`src/rtl/mem_port_arbiter.sv`:
```
// mem_port_arbiter: shares one memory port between fetch and data access, DM has priority, watchdog aborts hung requests.
module mem_port_arbiter #(
  parameter int ADDR_W  = 32,
  parameter int DATA_W  = 32,
  parameter int TIMEOUT = 15
) (
  input  logic              clk,
  input  logic              rst_n,
  input  logic              if_req,
  input  logic [ADDR_W-1:0] if_addr,
  output logic [DATA_W-1:0] if_rdata,
  output logic              if_valid,
  output logic              if_stall,
  input  logic              dm_req,
  input  logic              dm_we,
  input  logic [ADDR_W-1:0] dm_addr,
  input  logic [DATA_W-1:0] dm_wdata,
  output logic [DATA_W-1:0] dm_rdata,
  output logic              dm_valid,
  output logic              dm_stall,
  output logic              mem_req,
  output logic              mem_we,
  output logic [ADDR_W-1:0] mem_addr,
  output logic [DATA_W-1:0] mem_wdata,
  input  logic              mem_ack,
  input  logic [DATA_W-1:0] mem_rdata,
  output logic              err
);
  typedef enum logic [1:0] {IDLE, BUSY, RESP} state_t;
  state_t      state;
  logic        owner_dm;
  logic [7:0]  wd;
  logic        wd_hit;
  assign wd_hit   = (wd == 8'(TIMEOUT));
  assign if_stall = if_req & ~if_valid;
  assign dm_stall = dm_req & ~dm_valid;
  always_ff @(posedge clk or negedge rst_n) begin
    if (!rst_n) begin
      state     <= IDLE;
      owner_dm  <= 1'b0;
      wd        <= '0;
      mem_req   <= 1'b0;
      mem_we    <= 1'b0;
      mem_addr  <= '0;
      mem_wdata <= '0;
      if_rdata  <= '0;
      dm_rdata  <= '0;
      if_valid  <= 1'b0;
      dm_valid  <= 1'b0;
      err       <= 1'b0;
    end else begin
      case (state)
        IDLE: if (dm_req | if_req) begin
          state    <= BUSY;
          mem_req  <= 1'b1;
          owner_dm <= dm_req;
          mem_we   <= dm_req & dm_we;
          mem_addr <= dm_req ? dm_addr : if_addr;
          wd       <= '0;
          if (dm_req) mem_wdata <= dm_wdata;
        end
        BUSY: if (mem_ack | wd_hit) begin
          // ack beats a simultaneous watchdog expiry
          state   <= RESP;
          mem_req <= 1'b0;
          mem_we  <= 1'b0;
          err     <= ~mem_ack;
          if (owner_dm) begin
            dm_valid <= 1'b1;
            dm_rdata <= (mem_ack & ~mem_we) ? mem_rdata : '0;
          end else begin
            if_valid <= 1'b1;
            if_rdata <= mem_ack ? mem_rdata : '0;
          end
        end else begin
          wd <= wd + 8'd1;
        end
        RESP: begin
          state    <= IDLE;
          if_valid <= 1'b0;
          dm_valid <= 1'b0;
          err      <= 1'b0;
        end
        default: state <= IDLE;
      endcase
    end
  end
endmodule
```
`config.mk`:
```
export PLATFORM = sky130hd
export DESIGN_NAME = mem_port_arbiter
export DESIGN_NICKNAME = d
export VERILOG_FILES = /design/src/rtl/mem_port_arbiter.sv
export SDC_FILE = /design/constraint.sdc
export NUM_CORES = 1
export LEC_CHECK = 0
export CELL_PAD_IN_SITES_DETAIL_PLACEMENT = 2
export CELL_PAD_IN_SITES_GLOBAL_PLACEMENT = 2
export CORE_MARGIN = 3
export CORE_UTILIZATION = 27
export CTS_CLUSTER_SIZE = 20
export DETAILED_ROUTE_END_ITERATION = 16
export PLACE_DENSITY_LB_ADDON = 0.1
export SLEW_MARGIN = 20
export SYNTH_ARGS = -nofsm -noshare
export SYNTH_HDL_FRONTEND = slang
export SYNTH_SLANG_ARGS = --single-unit
```
`constraint.sdc`:
```
create_clock -name clk -period 2.8 [get_ports clk]
set_clock_uncertainty 0.15 [all_clocks]
set_input_delay 0.42 -clock clk [delete_from_list [all_inputs] [get_ports clk]]
set_output_delay 0.42 -clock clk [all_outputs]
set_load 0.02 [all_outputs]
```
==> out/qor.txt <==
Crit Path Max Fanout -> 13
initial antenna violation count -> 0
clk slew on worst S/H paths -> 70 ps
Place WS -> 406 ps
Wirelength per Cell -> 20.4 µm
DRC violations left -> 0
worst hold path class -> input port to flip-flop
CP startpoint kind -> flip-flop
I/O pin count -> 269
Slew @ Worst Pin -> 582 ps
pin count of the biggest net entering global routing -> 67
WP data arrival -> 2620 ps
required time of the critical path -> 2990 ps
Clock Tree Buf Depth -> 2
ys flop type -> dfrtp_1
number of hold buffers added after cts -> 1
Worst-Skew Late Latency -> 420 ps
RSZ-0062 raised after global routing -> no
GRT overflow -> 0
IO buf count -> 268
Power Density -> 1200 nW/µm²
Static Leak -> 0.00411 µW
Final Critical Period -> 2430 ps
Initial DRC Count -> 120
area delta synth->final -> 57.3%
total clock buffers created by CTS -> 17
Slew headroom -> 0.612
post-CTS setup buffers -> 0
cell row count -> 54
number of enable flip-flop cells after synthesis -> 0
setup TNS -> 0 ps
die area -> 24,900 µm²
Post-synth ARST share -> 1.00
vias per std cell -> 4.84
cells after synthesis -> 588
DP HPWL -> 17,100 µm
Final setup viols -> 0
Non-Filler Instances -> 1,137
core area -> 22,200 µm²
vias in the first global route -> 6,297
period utilization -> 0.867
average size of a mapped cell -> 10.6 µm²
Worst Path Class, Setup -> flip-flop to flip-flop
f_max -> 412 MHz
via count -> 5,498
Cell Count Post-Placement -> 1,104
status -> finished, final reports clean
Max H-tree Level -> 4
WL final -> 23,200 µm
Die Wd -> 158 µm
final core occ -> 0.441
Power, Total -> 11,800 µW
fraction of layout cells with a size suffix above 1 -> 0.102
first-pass GRT wire length -> 35,600 µm
Ys Warns -> 0
final hold violations -> 0
maximum vdd drop -> 461 µV
synthesized area -> 6230 µm²
CTS tree -> built
final worst setup slack -> 374 ps
net count after synthesis -> 726
nets@finish -> 982
Slew Viols, Final -> 0
Global Route Usage Sum -> 0.185
element type at the critical path end -> flip-flop
ANT nets after route -> 0
Netlist cell types -> 45
clock root buffer -> clkbuf_16
TritonCTS Sinks -> 144
flops & latches, synth -> 144
Initial Util -> 0.280
ANT cells -> 0
Post-CTS Resized -> 0
DRT Pass-1 Iters -> 4
Die H -> 158 µm
sequential share of the synthesized area -> 0.578
Max Cap Viol -> 0
GP Congestion -> 0.749
==> registers in the layout, summed over array words and instances (netlist names) <==
name and count:
owner_dm 1, dm_valid 1, mem_addr 32, mem_we 1, err 1, mem_wdata 32, state 2, dm_rdata 32
if_rdata 32, wd 8, if_valid 1, mem_req 1
==> cell type report <==
class | count | area (µm²)
fill | 2336 | 12400
sequential | 144 | 3600
timing repair buffer | 281 | 2800
multi-input combinational | 396 | 2420
clock buffer | 20 | 437
tap | 280 | 350
clock inverter | 12 | 184
inverter | 4 | 15.0
==> cell usage in the layout, fill, tap and decap left out, drive strengths merged, types with 2 or more instances in the layout <==
| cell | count |
|---|---|
| a22o | 2 |
| a21boi | 2 |
| a21o | 3 |
| mux2 | 34 |
| a21oi | 5 |
| nand3 | 5 |
| nor3b | 2 |
| ha | 4 |
| nor2 | 4 |
| nor2b | 3 |
| clkdlybuf4s50 | 265 |
| nand2b | 3 |
| dfrtp | 144 |
| o21ai | 169 |
| buf | 15 |
| nor4 | 2 |
| mux2i | 33 |
| nand2 | 105 |
| bufinv | 4 |
| o21a | 2 |
| and3 | 4 |
| nand3b | 2 |
| clkinvlp | 5 |
| inv | 6 |
| clkbuf | 20 |
==> cell usage after synthesis (2+ instances only) <==
cell type / n / area (µm²)
a21oi_1: 3 / 15.0
nand2_1: 105 / 394
buf_2: 17 / 85.1
buf_4: 2 / 15.0
mux2_2: 33 / 372
dfrtp_1: 144 / 3600
a21oi_2: 2 / 17.5
nand3b_1: 2 / 15.0
nor2b_1: 3 / 18.8
o21a_1: 2 / 15.0
buf_6: 3 / 33.8
inv_1: 3 / 11.3
o21ai_1: 134 / 671
a22o_1: 2 / 17.5
o21ai_0: 35 / 175
nand2b_1: 2 / 12.5
ha_1: 4 / 50.1
mux2i_1: 33 / 330
buf_1: 7 / 26.3
a21o_1: 3 / 22.5
clkbuf_1: 15 / 56.3
nand3_1: 5 / 25.0
nor2_1: 4 / 15.0
and3_1: 4 / 25.0
==> worst max-delay path: stages, from the launching register on <==
cell and delay, ps:
dfrtp_1 360, inv_1 90, ha_1 360, and4_1 300, a221o_1 530, or4_1 470
nand3_1 100
==> cells by family after synthesis <==
logic type / share of synthesized area
muxes: 0.114
adders and majority gates: 0.00803
DFF: 0.578
and+or+nand+nor: 0.0969
buffers and inverters: 0.0371
AOI/OAI and AO/OA: 0.165
==> layer usage <==
| metal | track usage | wire, µm | vias to the layer above |
|---|---|---|---|
| met4 | 0.0524 | 342 | 0 |
| met5 | 0 | 0 | - |
| met1 | 0.222 | 9550 | 2766 |
| li1 | - | - | 2563 |
| met2 | 0.335 | 12200 | 153 |
| met3 | 0.0375 | 1090 | 16 |
==> stage by stage <==
step                hold slack (ps)  area [µm²]
floorplan                     -25.6        6230
global placement                290        9180
detailed placement              293        9180
CTS                             281        9810
global route                    320        9810
finish                          307        9810
==> final timing paths <==
path / startpoint / to / slack, ps / depth (start not counted)
max: state[1] / wd[6] / 370 / 6
min: mem_ack / if_rdata[28] / 310 / 3
max reg2reg: state[1] / wd[6] / 370 / 6
min reg2reg: mem_addr[11] / mem_addr[11] / 330 / 2
max in group asynchronous: rst_n / dm_rdata[26] / 1400 / 3
min in group asynchronous: rst_n / mem_wdata[12] / 430 / 2
==> report_power, final <==
part | switching, µW | internal (µW)
Sequential | 574 | 3050
Combinational | 3160 | 2570
Clock | 921 | 1500
Total | 4660 | 7120
(Power assumes the default switching activity.)
==> variant 1 (config.mk and constraints unchanged) <==
Reset style: synchronous (`rst_n`), changed in one clocked block.
--- a/src/rtl/mem_port_arbiter.sv
+++ b/src/rtl/mem_port_arbiter.sv
@@ -35,5 +35,5 @@
   assign if_stall = if_req & ~if_valid;
   assign dm_stall = dm_req & ~dm_valid;
-  always_ff @(posedge clk or negedge rst_n) begin
+  always_ff @(posedge clk) begin
     if (!rst_n) begin
       state     <= IDLE;
Behaviour: differs if rst_n is asserted again (counterexample within 4 cycles, from zero or initial values and one cycle with rst_n low); with rst_n held inactive, the same outputs for 4 cycles.
==> variant 1 against the original RTL <==
Non-clock buffer count grew 7. Cell area decreased by 4.1%. Register-to-register slack improved by 390 ps. Sequential cell count unchanged. Area after synthesis decreased by 6.7%. Wire length fell by 0.38%. Largest cell class unchanged. Critical endpoint is now if_stall. Worst setup slack better by 120 ps. Global-route usage up 0.91 points. Synthesized cell count up 12%. Highest routed layer unchanged. Sequential share of layout area shrank 6.1 points.
Power is not compared: it rests on default switching activity, and its combinational part moved more than twofold at a synthesized area within 25%.
==> variant 1: results (changes against the original RTL) <==
* Worst Hold Endpoint: mem_wdata[31]$_SDFFE_PN0P_
* Delay-heaviest family, CP: buffers and inverters
* Synth top area cells: dfxtp_1, a21oi_1, nand2_1, o31ai_2, mux2i_1
* Hold Crit Depth at 2 (-1)
* DR WL met3 at 1754 µm (+60%)
* Post-layout nets at 1040 (+5.9%)
* Layout cells sized above 1 at 0.1003 (-0.001190)
* CLK BUF at 21 (+5.0%)
* Final-layout clock-cell area share at 0.06839 (+0.005114)
* Slew margin rel. at 0.4878 (-0.1242)
* Pre-Repair DR Iteration Count at 4 (unchanged)
* Nonclk inv count at 3 (-1)
* Dpl cell area at 8761 µm² (-4.5%)
* Post-route minimum period at 2308 ps (-118.3 ps)
* Hold WC Path Type: flip-flop to flip-flop
* Via Count at 5848 (+6.4%)
* Unique masters post-synth at 44 (-2.2%)
* Met2 wire length at 11860 µm (-2.8%)
* Most frequent cells after synthesis: dfxtp_1, nand2_1, a21oi_1
* Largest net degree at the start of global routing at 55 (-18%)
* Worst Setup SP: if_req
* Repair and plain buffers at 288 (+2.5%)
* Fraction of registers with async set/reset at 0 (-1.000)
* Dpl hpwl at 16890 µm (-1.0%)
* Multi-input combinational area share at 0.2822 (+0.03548)
* FF-to-FF path depth at 5 (-1)
* Iter 0 DRT Violations at 158 (+32%)
* M1 WL at 9175 µm (-4.0%)
* Crit path capture: if_stall
* Non-clock buffer share at 0.3047 (+0.01932)
* Final WL at 23110 µm (-0.38%)
* Critical Path AT at 1740 ps (-880 ps)
* Slowest cell on the critical path: clkdlybuf4s50_1
* Post-synthesis sequential area ratio at 0.4959 (-0.08217)
* Final Wtd Congestion at 0.7326 (-2.2%)
* Filler cell count at 2277 (-2.5%)
* Critical path's largest stage delay at 640 ps (+110 ps)
* R2R Setup Slk at 760 ps (+390 ps)
* Pre-CTS WS at 334.8 ps (-71.61 ps)
* Hold path start: mem_wdata[31]$_SDFFE_PN0P_
* Critical R2R Launch: wd[7]$_SDFFE_PN0P_
* Global-route wire length before repair at 36340 µm (+2.0%)
* Met2 GRT Util at 0.3498 (+0.01522)
* Status: complete, no violations
* GR Util met1 at 0.2123 (-0.009618)
* Number of global-route vias before repair at 6616 (+5.1%)
* Met3 GRT Util at 0.07214 (+0.03469)
* Count of multi-input combinational gates at 451 (+14%)
* Area Growth Syn to Fin at 61.77%
* Area of the mapped netlist at 5813 µm² (-6.7%)
* Crit-path max FO at 4 (-9)
==> variant 1: metrics by stage <==
| stage | cells | power (mW) | hold slack [ps] |
|---|---|---|---|
| 6_report | 1192 | 5.824 | 318.0 |
| 5_1_grt | 1192 | 6.094 | 342.1 |
| 4_1_cts | 1192 | 5.920 | 321.7 |
| 3_5_place_dp | 1161 | 3.377 | 308.4 |
| 3_3_place_gp | 1161 | 3.335 | 292.5 |
| 2_1_floorplan | 657 | 2.781 | 328.4 |
==> variant 1: cells by family (layout without fill, tap and decap cells) <==
| family | Yosys count | in the layout | synth area share |
|---|---|---|---|
| multiplexers | 32 | 32 | 0.05510 |
| AND/OR/NAND/NOR | 200 | 200 | 0.1418 |
| flip-flops | 144 | 144 | 0.4959 |
| adder cells (fa/ha/maj) | 1 | 1 | 0.002152 |
| AO/OA/AOI/OAI | 218 | 218 | 0.2544 |
| buffers and inverters | 62 | 322 | 0.05058 |
==> variant 2 (same flow settings) <==
Without the edit above. Change the parameter `ADDR_W` from 32 to 64.
--- a/src/rtl/mem_port_arbiter.sv
+++ b/src/rtl/mem_port_arbiter.sv
@@ -1,5 +1,5 @@
 // mem_port_arbiter: shares one memory port between fetch and data access, DM has priority, watchdog aborts hung requests.
 module mem_port_arbiter #(
-  parameter int ADDR_W  = 32,
+  parameter int ADDR_W  = 64,
   parameter int DATA_W  = 32,
   parameter int TIMEOUT = 15
Ports: changed (resized dm_addr, if_addr and mem_addr); port bits go from 269 to 365. The function was not compared with the original's and may differ.
==> variant 2 against the original RTL <==
Power is 17% higher. Via count is 27% higher. Area after synthesis is 23% higher. Utilization is 0.14 points higher. Cell area is 26% higher. Worst hold slack better by 5.4 ps. Worst setup slack worse by 160 ps. Wire length is 32% higher. Count of clock-buffer cells in the layout is 3 lower. Sequential cell count is 32 higher. Sequential share of layout area is 1.0 points lower. Global-route usage is 1.5 points higher. Largest cell class unchanged.
==> variant 2: results (changes against the original RTL) <==
* Critical path's largest stage delay at 690 ps (+160 ps)
* Synth top area cells: dfrtp_1, o21ai_0, mux2i_1, nand2_1, mux2_2
* Delay-heaviest family, CP: compound AO/OA/AOI/OAI gates
* Leakage power at 5.228 nW (+27%)
* Post-synth net total at 928 (+28%)
* Final Wtd Congestion at 0.7482 (-0.15%)
* Dpl hpwl at 22400 µm (+31%)
* PnR worst setup slack at 211.2 ps (-162.5 ps)
* Worst Setup SP: state[0]$_DFFE_PN0P_
* Post-synthesis sequential area ratio at 0.5747 (-0.003387)
* Number of global-route vias before repair at 7654 (+22%)
* Layout cells sized above 1 at 0.08579 (-0.01572)
* Iter 0 DRT Violations at 286 (+140%)
* FF-to-FF path depth at 5 (-1)
* Initial antenna violation count at 2 (+2)
* Pre-CTS WS at 53.12 ps (-353.3 ps)
* Filler cell count at 2935 (+26%)
* Unique masters post-synth at 43 (-4.4%)
* Via Count at 6956 (+27%)
* Most frequent cells after synthesis: o21ai_0, dfrtp_1, nand2_1
* Peak supply drop at 0.4106 mV (-11%)
* Primary FF master, synth: dfrtp_1
* Crit path capture: dm_rdata[1]$_DFFE_PN0P_
* Hold path start: dm_req
* Status: complete, no violations
* Slew margin rel. at 0.4350 (-0.1770)
* Global-route wire length before repair at 47170 µm (+32%)
* Setup Viol. Count Final at 0 (unchanged)
* Tot GR Track Use at 0.1996 (+0.01508)
* Max FFs per register at 64
* Clock root buffer master: clkbuf_16
* Routed len/inst at 20.89 µm (+2.4%)
* Slowest cell on the critical path: a21oi_4
* Crit-path max FO at 36 (+23)
* Hold WC Path Type: primary input to flip-flop
* Port Buffers at 364 (+36%)
* Critical Path AT at 2720 ps (+100 ps)
* Post-layout nets at 1273 (+30%)
* Largest net degree at the start of global routing at 131 (+96%)
* Antenna Cells at 0 (unchanged)
* CTS buffer count at 17 (unchanged)
-- variant 2: tightest hold or removal path, cell delays in order --
cell,delay [ps]
buf_4,190
mux2i_1,150
o21ai_0,80
-- variant 2: routing by layer --
| metal | up-vias | part of all wire | track usage |
|---|---|---|---|
| li1 | 3207 | - | - |
| met2 | 228 | 0.50 | 0.3402 |
| met1 | 3490 | 0.41 | 0.2441 |
| met5 | - | 0.00088 | 0 |
| met4 | 4 | 0.013 | 0.04524 |
| met3 | 27 | 0.077 | 0.06924 |
-- variant 2: worst min path at each step --
stage | to | slack, ps | depth (start not counted)
floorplan | dm_rdata[0]$_DFFE_PN0P_ | -30 | 0
global placement | mem_addr[63]$_DFFE_PN0P_ | 260 | 1
detailed placement | mem_addr[49]$_DFFE_PN0P_ | 260 | 1
CTS | mem_addr[19]$_DFFE_PN0P_ | 300 | 3
global route | mem_addr[19]$_DFFE_PN0P_ | 320 | 3
finish | mem_addr[19]$_DFFE_PN0P_ | 310 | 3
-- variant 2: timing repair --
| item | in CTS | in global routing |
|---|---|---|
| hold buffers | 1 | 0 |
| setup buffers | 0 | 0 |
| hold endpoints to repair | 42 | 0 |
-- variant 2: stage by stage --
step           power, mW  utilization  cell area [µm²]  std cells
2_1_floorplan      7.775            -             7664        726
3_3_place_gp       11.27       0.4200            11700       1429
3_5_place_dp       11.48       0.4200            11700       1429
4_1_cts            14.07       0.4426            12330       1462
5_1_grt            14.76       0.4426            12330       1462
6_report           13.84       0.4426            12330       1462
-- variant 2: logic make-up (layout without fill, tap and decap cells) --
| family | Yosys count | after routing | share of synthesized area |
|---|---|---|---|
| AOI/OAI and AO/OA | 223 | 223 | 0.1556 |
| DFF | 176 | 176 | 0.5747 |
| and+or+nand+nor | 165 | 165 | 0.09339 |
| muxes | 99 | 99 | 0.1349 |
| buffers and inverters | 59 | 417 | 0.03494 |
| adders and majority gates | 4 | 4 | 0.006531 |
-- variant 2: report_power, final --
part | switching (mW) | internal, mW | leakage, nW
sequential | 0.647 | 3.73 | 2.21
clock | 1.20 | 1.30 | 0.299
combinational | 3.86 | 3.10 | 2.72
total | 5.71 | 8.13 | 5.23
-- variant 2: final cells by class --
cell class,instances,area [µm²],share of cell area
clock inverter,15,193.9,0.01573
clock buffer,17,425.4,0.03450
timing repair buffer,381,3810,0.3090
inverter,4,15.01,0.001218
sequential,176,4404,0.3572
multi-input combinational,491,3009,0.2440
tap,378,473.0,0.03836
